`src/rtl/pattern_pkg.sv`:
```
// Shared sizes, pointer types and the one-hot decode used by the pattern
// pointer control stage.
package pattern_pkg;

  localparam int BUFFER_SIZE  = 22;
  localparam int BUFFER_WIDTH = 8;
  localparam int NO_BUFS      = 8;
  localparam int FIELD_IDX_W  = 5;
  localparam int BUF_IDX_W    = 3;
  localparam int DIV_W        = 4;
  localparam int RD_COPIES    = 4;

  localparam logic [FIELD_IDX_W-1:0] FIELD_LIMIT = FIELD_IDX_W'(BUFFER_SIZE);

  typedef logic [BUFFER_SIZE-1:0] field_ptr_t;
  typedef logic [NO_BUFS-1:0]     buf_ptr_t;

  // Out-of-range indices decode to all-zero; callers gate those requests.
  function automatic field_ptr_t onehot(input logic [FIELD_IDX_W-1:0] idx);
    onehot = field_ptr_t'(1) << idx;
  endfunction

endpackage

```
`src/rtl/onehot_ptr.sv`:
```
// One-hot pointer register: load from a one-hot value, or rotate left by one
// with a single-clock wrap flag when leaving the top bit.
module onehot_ptr #(
  parameter int WIDTH = 22
) (
  input  logic             clk,
  input  logic             rst_n,
  input  logic             set,
  input  logic [WIDTH-1:0] set_val,
  input  logic             adv,
  output logic [WIDTH-1:0] ptr,
  output logic             wrap
);

  logic [WIDTH-1:0] ptr_reg, ptr_next;
  logic             wrap_reg, wrap_next;

  always_ff @(posedge clk or negedge rst_n) begin
    if (!rst_n) begin
      ptr_reg  <= WIDTH'(1);
      wrap_reg <= 1'b0;
    end else begin
      ptr_reg  <= ptr_next;
      wrap_reg <= wrap_next;
    end
  end

  // A load never reports a wrap, even when it targets the last position.
  always_comb begin
    ptr_next  = ptr_reg;
    wrap_next = 1'b0;
    if (set) begin
      ptr_next = set_val;
    end else if (adv) begin
      ptr_next  = {ptr_reg[WIDTH-2:0], ptr_reg[WIDTH-1]};
      wrap_next = ptr_reg[WIDTH-1];
    end
  end

  assign ptr  = ptr_reg;
  assign wrap = wrap_reg;

endmodule

```
`src/rtl/pattern_pointer_ctrl.sv`:
```
// Upstream control for the pattern buffer bank: buffer pointer/select, four
// replicated read field pointers, write field pointer and write strobe/data.
module pattern_pointer_ctrl
  import pattern_pkg::*;
(
  input  logic                    clk,
  input  logic                    rst_n,
  input  logic                    buf_load,
  input  logic [BUF_IDX_W-1:0]    buf_idx,
  input  logic                    rd_set,
  input  logic [FIELD_IDX_W-1:0]  rd_idx,
  input  logic                    rd_adv,
  input  logic                    run,
  input  logic [DIV_W-1:0]        div,
  input  logic                    wr_req,
  input  logic [FIELD_IDX_W-1:0]  wr_idx,
  input  logic [BUFFER_WIDTH-1:0] wr_data,
  output buf_ptr_t                bufp,
  output buf_ptr_t                buffer_select,
  output field_ptr_t              fieldp,
  output field_ptr_t              fieldp2,
  output field_ptr_t              fieldp3,
  output field_ptr_t              fieldp4,
  output field_ptr_t              fieldwp,
  output logic [BUFFER_WIDTH-1:0] field_in,
  output logic                    field_write,
  output logic                    rd_wrap,
  output logic                    idx_err
);

  logic [DIV_W-1:0] tick_cnt_reg, tick_cnt_next;
  logic             tick;

  // The live div is compared every cycle; a count already past div has to
  // roll over through 4'hF before it can match again.
  always_ff @(posedge clk or negedge rst_n) begin
    if (!rst_n) tick_cnt_reg <= '0;
    else        tick_cnt_reg <= tick_cnt_next;
  end

  always_comb begin
    tick          = 1'b0;
    tick_cnt_next = tick_cnt_reg + DIV_W'(1);
    if (!run) begin
      tick_cnt_next = '0;
    end else if (tick_cnt_reg == div) begin
      tick          = 1'b1;
      tick_cnt_next = '0;
    end
  end

  logic       rd_idx_ok, wr_idx_ok;
  logic       rd_set_ok, rd_adv_ok;
  field_ptr_t rd_set_val;

  assign rd_idx_ok  = (rd_idx < FIELD_LIMIT);
  assign wr_idx_ok  = (wr_idx < FIELD_LIMIT);
  assign rd_set_ok  = rd_set & rd_idx_ok;
  // Any rd_set, even a rejected one, blocks the advance for that cycle.
  assign rd_adv_ok  = (rd_adv | tick) & ~rd_set;
  assign rd_set_val = onehot(rd_idx);

  field_ptr_t           rd_ptr [RD_COPIES];
  logic [RD_COPIES-1:0] rd_wrap_vec;

  // Separate registers per copy so each bank quadrant gets its own driver.
  generate
    for (genvar gi = 0; gi < RD_COPIES; gi++) begin : g_rd_copy
      onehot_ptr #(.WIDTH(BUFFER_SIZE)) u_rd_ptr (
        .clk     (clk),
        .rst_n   (rst_n),
        .set     (rd_set_ok),
        .set_val (rd_set_val),
        .adv     (rd_adv_ok),
        .ptr     (rd_ptr[gi]),
        .wrap    (rd_wrap_vec[gi])
      );
    end
  endgenerate

  assign fieldp  = rd_ptr[0];
  assign fieldp2 = rd_ptr[1];
  assign fieldp3 = rd_ptr[2];
  assign fieldp4 = rd_ptr[3];
  assign rd_wrap = |rd_wrap_vec;

  buf_ptr_t                bufp_reg, bufp_next;
  buf_ptr_t                buffer_select_reg;
  field_ptr_t              fieldwp_reg, fieldwp_next;
  logic [BUFFER_WIDTH-1:0] field_in_reg, field_in_next;
  logic                    field_write_reg, field_write_next;
  logic                    idx_err_reg, idx_err_next;

  always_comb begin
    bufp_next        = bufp_reg;
    fieldwp_next     = fieldwp_reg;
    field_in_next    = field_in_reg;
    field_write_next = 1'b0;
    idx_err_next     = (rd_set & ~rd_idx_ok) | (wr_req & ~wr_idx_ok);
    if (buf_load) bufp_next = buf_ptr_t'(onehot({2'b00, buf_idx}));
    if (wr_req && wr_idx_ok) begin
      fieldwp_next     = onehot(wr_idx);
      field_in_next    = wr_data;
      field_write_next = 1'b1;
    end
  end

  always_ff @(posedge clk or negedge rst_n) begin
    if (!rst_n) begin
      bufp_reg          <= buf_ptr_t'(1);
      buffer_select_reg <= buf_ptr_t'(1);
      fieldwp_reg       <= field_ptr_t'(1);
      field_in_reg      <= '0;
      field_write_reg   <= 1'b0;
      idx_err_reg       <= 1'b0;
    end else begin
      bufp_reg          <= bufp_next;
      buffer_select_reg <= bufp_reg;
      fieldwp_reg       <= fieldwp_next;
      field_in_reg      <= field_in_next;
      field_write_reg   <= field_write_next;
      idx_err_reg       <= idx_err_next;
    end
  end

  assign bufp          = bufp_reg;
  assign buffer_select = buffer_select_reg;
  assign fieldwp       = fieldwp_reg;
  assign field_in      = field_in_reg;
  assign field_write   = field_write_reg;
  assign idx_err       = idx_err_reg;

endmodule

```
`config.mk`:
```
export PLATFORM = sky130hd
export DESIGN_NAME = pattern_pointer_ctrl
export DESIGN_NICKNAME = d
export VERILOG_FILES = /design/src/rtl/pattern_pkg.sv /design/src/rtl/onehot_ptr.sv /design/src/rtl/pattern_pointer_ctrl.sv
export SDC_FILE = /design/constraint.sdc
export NUM_CORES = 1
export LEC_CHECK = 0
export CORE_ASPECT_RATIO = 1.25
export CORE_UTILIZATION = 53
export CTS_CLUSTER_DIAMETER = 120
export DETAILED_ROUTE_END_ITERATION = 12
export GPL_TIMING_DRIVEN = 0
export PLACE_DENSITY = 0.92
export SETUP_SLACK_MARGIN = 0.15
export SYNTH_ARGS = -nofsm -noshare
export SYNTH_HDL_FRONTEND = slang
export SYNTH_SLANG_ARGS = --single-unit
export TNS_END_PERCENT = 30
```
`constraint.sdc`:
```
create_clock -name clk -period 4.6 [get_ports clk]
set_input_delay 0.92 -clock clk [delete_from_list [all_inputs] [get_ports clk]]
set_output_delay 0.92 -clock clk [all_outputs]
set_load 0.02 [all_outputs]
```
# After elaboration in Yosys (flattened, before gate mapping)
# Cells that the tools add are included.
dict set report totals {
  wordCells 55
  output_inout_bits 137
  input_bits 32
  reg_bits 144
}
dict set report op_classes {
  magnitude_cmp 2
  n_eq_ne 1
  bitwise 9
  mux 21
  reduce_logical 3
  n_shift 3
  addsub 1
}
# op count
set ops {}
lappend ops {{22-bit 2-to-1 mux} 8}
lappend ops {{1-bit by 5-bit << shifter with 22-bit output (first input constant)} 2}
lappend ops {{1-bit 2-to-1 mux} 11}
lappend ops {{5-bit < comparator (second input constant)} 2}
lappend ops {{4-bit 2-to-1 mux} 2}
lappend ops {{1-bit by 3-bit << shifter with 8-bit output (first input constant)} 1}
lappend ops {{4-bit by 1-bit adder with 4-bit output (second input constant)} 1}
lappend ops {{1-bit bitwise AND} 4}
lappend ops {{4-bit == test} 1}
lappend ops {{4-bit OR reduction} 1}
lappend ops {{1-bit NOT} 3}
lappend ops {{1-bit OR} 2}
lappend ops {{2-bit nonzero test} 1}
lappend ops {{1-bit logical AND} 1}

# Depth between registers and ports, before layout
dict set report depth {
  depth_word 7
  ltp_mapped 7
  ltp_nobuf 4
}

# Cells and area by module
# From an unflattened synthesis, not the netlist that was laid out.
dict set report hier_totals {
  hier_cells 607
  hier_area_um2 6761.5
}
# module instances seq_area_each_um2 cells_each area_each_um2
set by_module_without_submodules {}
lappend by_module_without_submodules {onehot_ptr 4 576.8 99 1077.3}
lappend by_module_without_submodules {pattern_pointer_ctrl 1 1305.0 211 2452.4}

# Least setup slack after synthesis
# Ideal clock, no wire load.
dict set report synth_timing {
  path_kind {input -> register}
  from {input port rd_idx[0]}
  to {register g_rd_copy[2].u_rd_ptr.ptr_reg[18]}
  t_arrival_ps 1994
  setup_slack_ps 2502
  t_required_ps 4496
  stages 5
  n_path_buf 1
  setup_ps 104
  cell_sequence {clkbuf_2 > or3b_1 > nor3_1 > nor2_1 > a221oi_1}
}
dict set report synth_via {
  elab_chain_len 3
  elab_cells_between_ends 5
  cone_classes {order compare: 1; shift: 1; mux: 1; bitwise: 1; reduce/logical: 1}
}
# element line_no
set synth_lines {}
lappend synth_lines {{start: declaration} pattern_pointer_ctrl.sv:11} ;# input logic [FIELD_IDX_W-1:0] rd_idx,
lappend synth_lines {{5-bit < comparator} pattern_pointer_ctrl.sv:56} ;# assign rd_idx_ok = (rd_idx < FIELD_LIMIT);
lappend synth_lines {{1-bit bitwise AND} pattern_pointer_ctrl.sv:58} ;# assign rd_set_ok = rd_set & rd_idx_ok;
lappend synth_lines {{22-bit 2-to-1 mux or 2-bit nonzero test (tied branches)} -}
lappend synth_lines {{end signal: assignment} onehot_ptr.sv:23} ;# ptr_reg <= ptr_next;
lappend synth_lines {{end: declaration} onehot_ptr.sv:15} ;# logic [WIDTH-1:0] ptr_reg, ptr_next;
# Several ways; a longest one is shown, not always the timed one.
# A chain may end at the register's enable or synchronous reset.

# Worst setup path in the final report
dict set report layout_timing {
  from {register g_rd_copy[1].u_rd_ptr.wrap_reg}
  to {output port rd_wrap}
}
dict set report layout_via {
  elab_chain_len 1
}
# element line_no
set layout_lines {}
lappend layout_lines {{start: declaration} onehot_ptr.sv:16} ;# logic wrap_reg, wrap_next;
lappend layout_lines {{start signal: assignment} onehot_ptr.sv:24} ;# wrap_reg <= wrap_next;
lappend layout_lines {{4-bit OR reduction} pattern_pointer_ctrl.sv:85} ;# assign rd_wrap = |rd_wrap_vec;
lappend layout_lines {{end: declaration} pattern_pointer_ctrl.sv:27} ;# output logic rd_wrap,
# No other way between the ends.

==> qor.yml <==
status: "finished clean"
grt_pass1_wl_mm: 27.7
p_seq_share_pct: 41.9
worstPathRequired_ps: 3680
yosysMostFrequentCell: "dfrtp_1"
cts.sinks: 144
cts_tree: "yes"
ant_nets: 0
post-cts-setup-buffers: 0
skew_ps: 7.24
clk_transition_reported_paths_ps: 70
tns_ps: 0
htree_num_levels: 4
die_area_mm2: 0.0125
grt_overflow: 0
dr_wl_met3_mm: 1.09
via_per_inst: 5.48
drc: 0
grt_pass1_vias: 5349
synth_top_flop_cell: "dfrtp_1"
hold_viol: 0
grt_max_degree: 89
switching_power_w: 0.00111
combPwrFrac_pct: 21.6
final_cells: 951
maxUsedRoutingLayer: "met4"
die_w_um: 100
dr.pass1.iters: 5
nNetsFinal: 810
slowest_delay_ps: 550
avgSynthCellArea_um2: 10.8
synth_edf_count: 0
grt_use_total_pct: 28.8
fin_crit_sh_pct: 59.8
start_kind: "flop"
crit_arrival_ps: 1830
clock_latency_ps: 420
diodes: 0
synth-seq-cells: 144
cp_max_fo: 1
syn2layout_area_growth_pct: 38.2
finalCriticalPeriod_ps: 2750
placed_area_mm2: 0.00828
power-per-cell-area_mw_per_mm2: 404
pwr-share-clk_pct: 36.5
antenna_found_initial: 0
drt-initial-drc-count: 333
drt-total-wl_mm: 17.2
p_int_w: 0.00247
hp-class: "flop to flop"
maxSlewHeadroom_pct: 58.4
place_congestion: 0.866
max_freq_ghz: 0.363
dieHeight_um: 125
placed_cells: 919
hpwl_mm: 11.9
wl_met2_mm: 8.77
async_flop_share_pct: 100
cts_made_buffers: 17
cts-root-buf: "clkbuf_16"
syn_inst: 592
row_count: 44
ys_types: 42
worstMarginPinSlew_ps: 619
synth_common_cells: "137 x dfrtp_1, 100 x inv_1, 85 x a21oi_1"
worstSetupEndpointType: "primary output"
largest_reg_flops: 88
rsz0062_at_grt: "no"
setup_viol: 0
synth_top_cell_area_share_pct: 53.6
ys_warn_count: 0
yosysSeqAreaShare_pct: 56.4
clockBufferDepth: 2
power_switching_share_pct: 31.0
drive_gt1_share_pct: 8.86
start_util_pct: 54.8
cts_resized: 0
wl_per_cell_um: 18.1
slew_viol_final: 0
synth_area_leader_cell: "dfrtp_1"
hold_buffers: 0
core_region_area_mm2: 0.0117
maxCapViolations: 0
slowest_stage: "clkdlybuf4s50_1"
final_cell_area_mm2: 0.00884
ir_worst_vdd_v: 0.000284
synth.area.top_cells: "dfrtp_1 54%, mux2i_1 13%, a21oi_1 6.6%, inv_1 5.9%, dfstp_2 2.9%"
finalPower_w: 0.00358
m1WireLength_mm: 6.81
p_leak_nw: 3.89
syn_area_mm2: 0.00640
ios: 169
num_vias: 5213
portBuffers: 165
criticalPathCategory: "flop to primary output"
synth_fp_nets: 625
cp_cell_sequence: "or4_1 > clkdlybuf4s50_1"
## kinds of logic (layout without fill, tap and decap cells)
family / count (synthesis) / count (layout) / share of synthesized area [%]
simple gates: 93 / 93 / 7.29
xor+xnor: 6 / 6 / 0.821
flops: 144 / 144 / 56.4
buf+inv: 129 / 327 / 9.07
mux: 92 / 92 / 14.5
fa+ha+maj: 1 / 1 / 0.195
compound gates: 127 / 127 / 11.6
## area by class of cell
type	instances	area, um2
Buffer	29	205
Clock buffer	18	439
Clock inverter	14	124
Fill cell	776	2830
Inverter	100	375
Multi-Input combinational cell	319	2210
Sequential cell	144	3610
Tap cell	161	201
Timing Repair Buffer	166	1680
## power by group through the flow
stage | Combinational [W] | Sequential, W | Clock (W)
after floorplan | 0.000258 | 0.00163 | 0
after global placement | 0.000737 | 0.00151 | 0
after detailed placement | 0.000762 | 0.00152 | 0
after CTS | 0.000774 | 0.00150 | 0.00132
after global routing | 0.000820 | 0.00151 | 0.00138
final | 0.000772 | 0.00150 | 0.00130
## per-stage QoR
| step | worst slack (ps) | utilization, % | hold WS (ps) |
|---|---|---|---|
| after floorplan | 2500 | - | 407 |
| after global placement | -2750 | 70.7 | 370 |
| after detailed placement | 1730 | 71.0 | 375 |
| after CTS | 1820 | 75.8 | 382 |
| after global routing | 1790 | 75.8 | 391 |
| final | 1850 | 75.8 | 382 |
## layer usage
metal  track usage [%]  up-vias
met5                 0        -
met4              13.0        0
met3              7.18       54
met2              47.6      246
met1              35.2     2566
li1                  -     2347
## final timing paths
check | startpoint | to | slack, ps | cells past startpoint
min in group asynchronous | rst_n | g_rd_copy[3].u_rd_ptr.wrap | 470 | 1
worst max register to register | tick_cnt_reg[0] | g_rd_copy[1].u_rd_ptr.ptr[19] | 2630 | 6
worst min-delay path | bufp[0] | buffer_select[0] | 380 | 0
worst min register to register | bufp[0] | buffer_select[0] | 380 | 0
max in group asynchronous | rst_n | bufp[0] | 3290 | 2
worst max-delay path | g_rd_copy[1].u_rd_ptr.wrap | rd_wrap | 1850 | 2
## critical path, delay by kind of cell (launching register included)
family | cells | cell delay [ps]
buf+inv | 1 | 550
flops | 1 | 350
simple gates | 1 | 510
## cells in the final DEF (no fill, tap or decap), drive strengths merged, types with 2 or more instances in the layout
cell / Yosys / layout
a221oi: 4 / 4
and2: 4 / 4
xnor2: 5 / 5
nand4b: 2 / 2
o21ai: 9 / 9
clkbuf: 16 / 34
nand3: 5 / 5
inv: 100 / 107
clkinvlp: 0 / 5
nand4: 2 / 2
nor2: 23 / 23
nand2b: 6 / 6
clkdlybuf4s50: 0 / 164
a21oi: 86 / 86
o31ai: 20 / 20
clkinv: 0 / 2
mux2: 8 / 8
o32ai: 3 / 3
buf: 13 / 15
dfrtp: 137 / 137
nand2: 29 / 29
dfstp: 7 / 7
mux2i: 84 / 84
or3b: 4 / 4
nand3b: 4 / 4
or3: 3 / 3
o22ai: 2 / 2
nor3: 8 / 8
(Power assumes the default switching activity.)
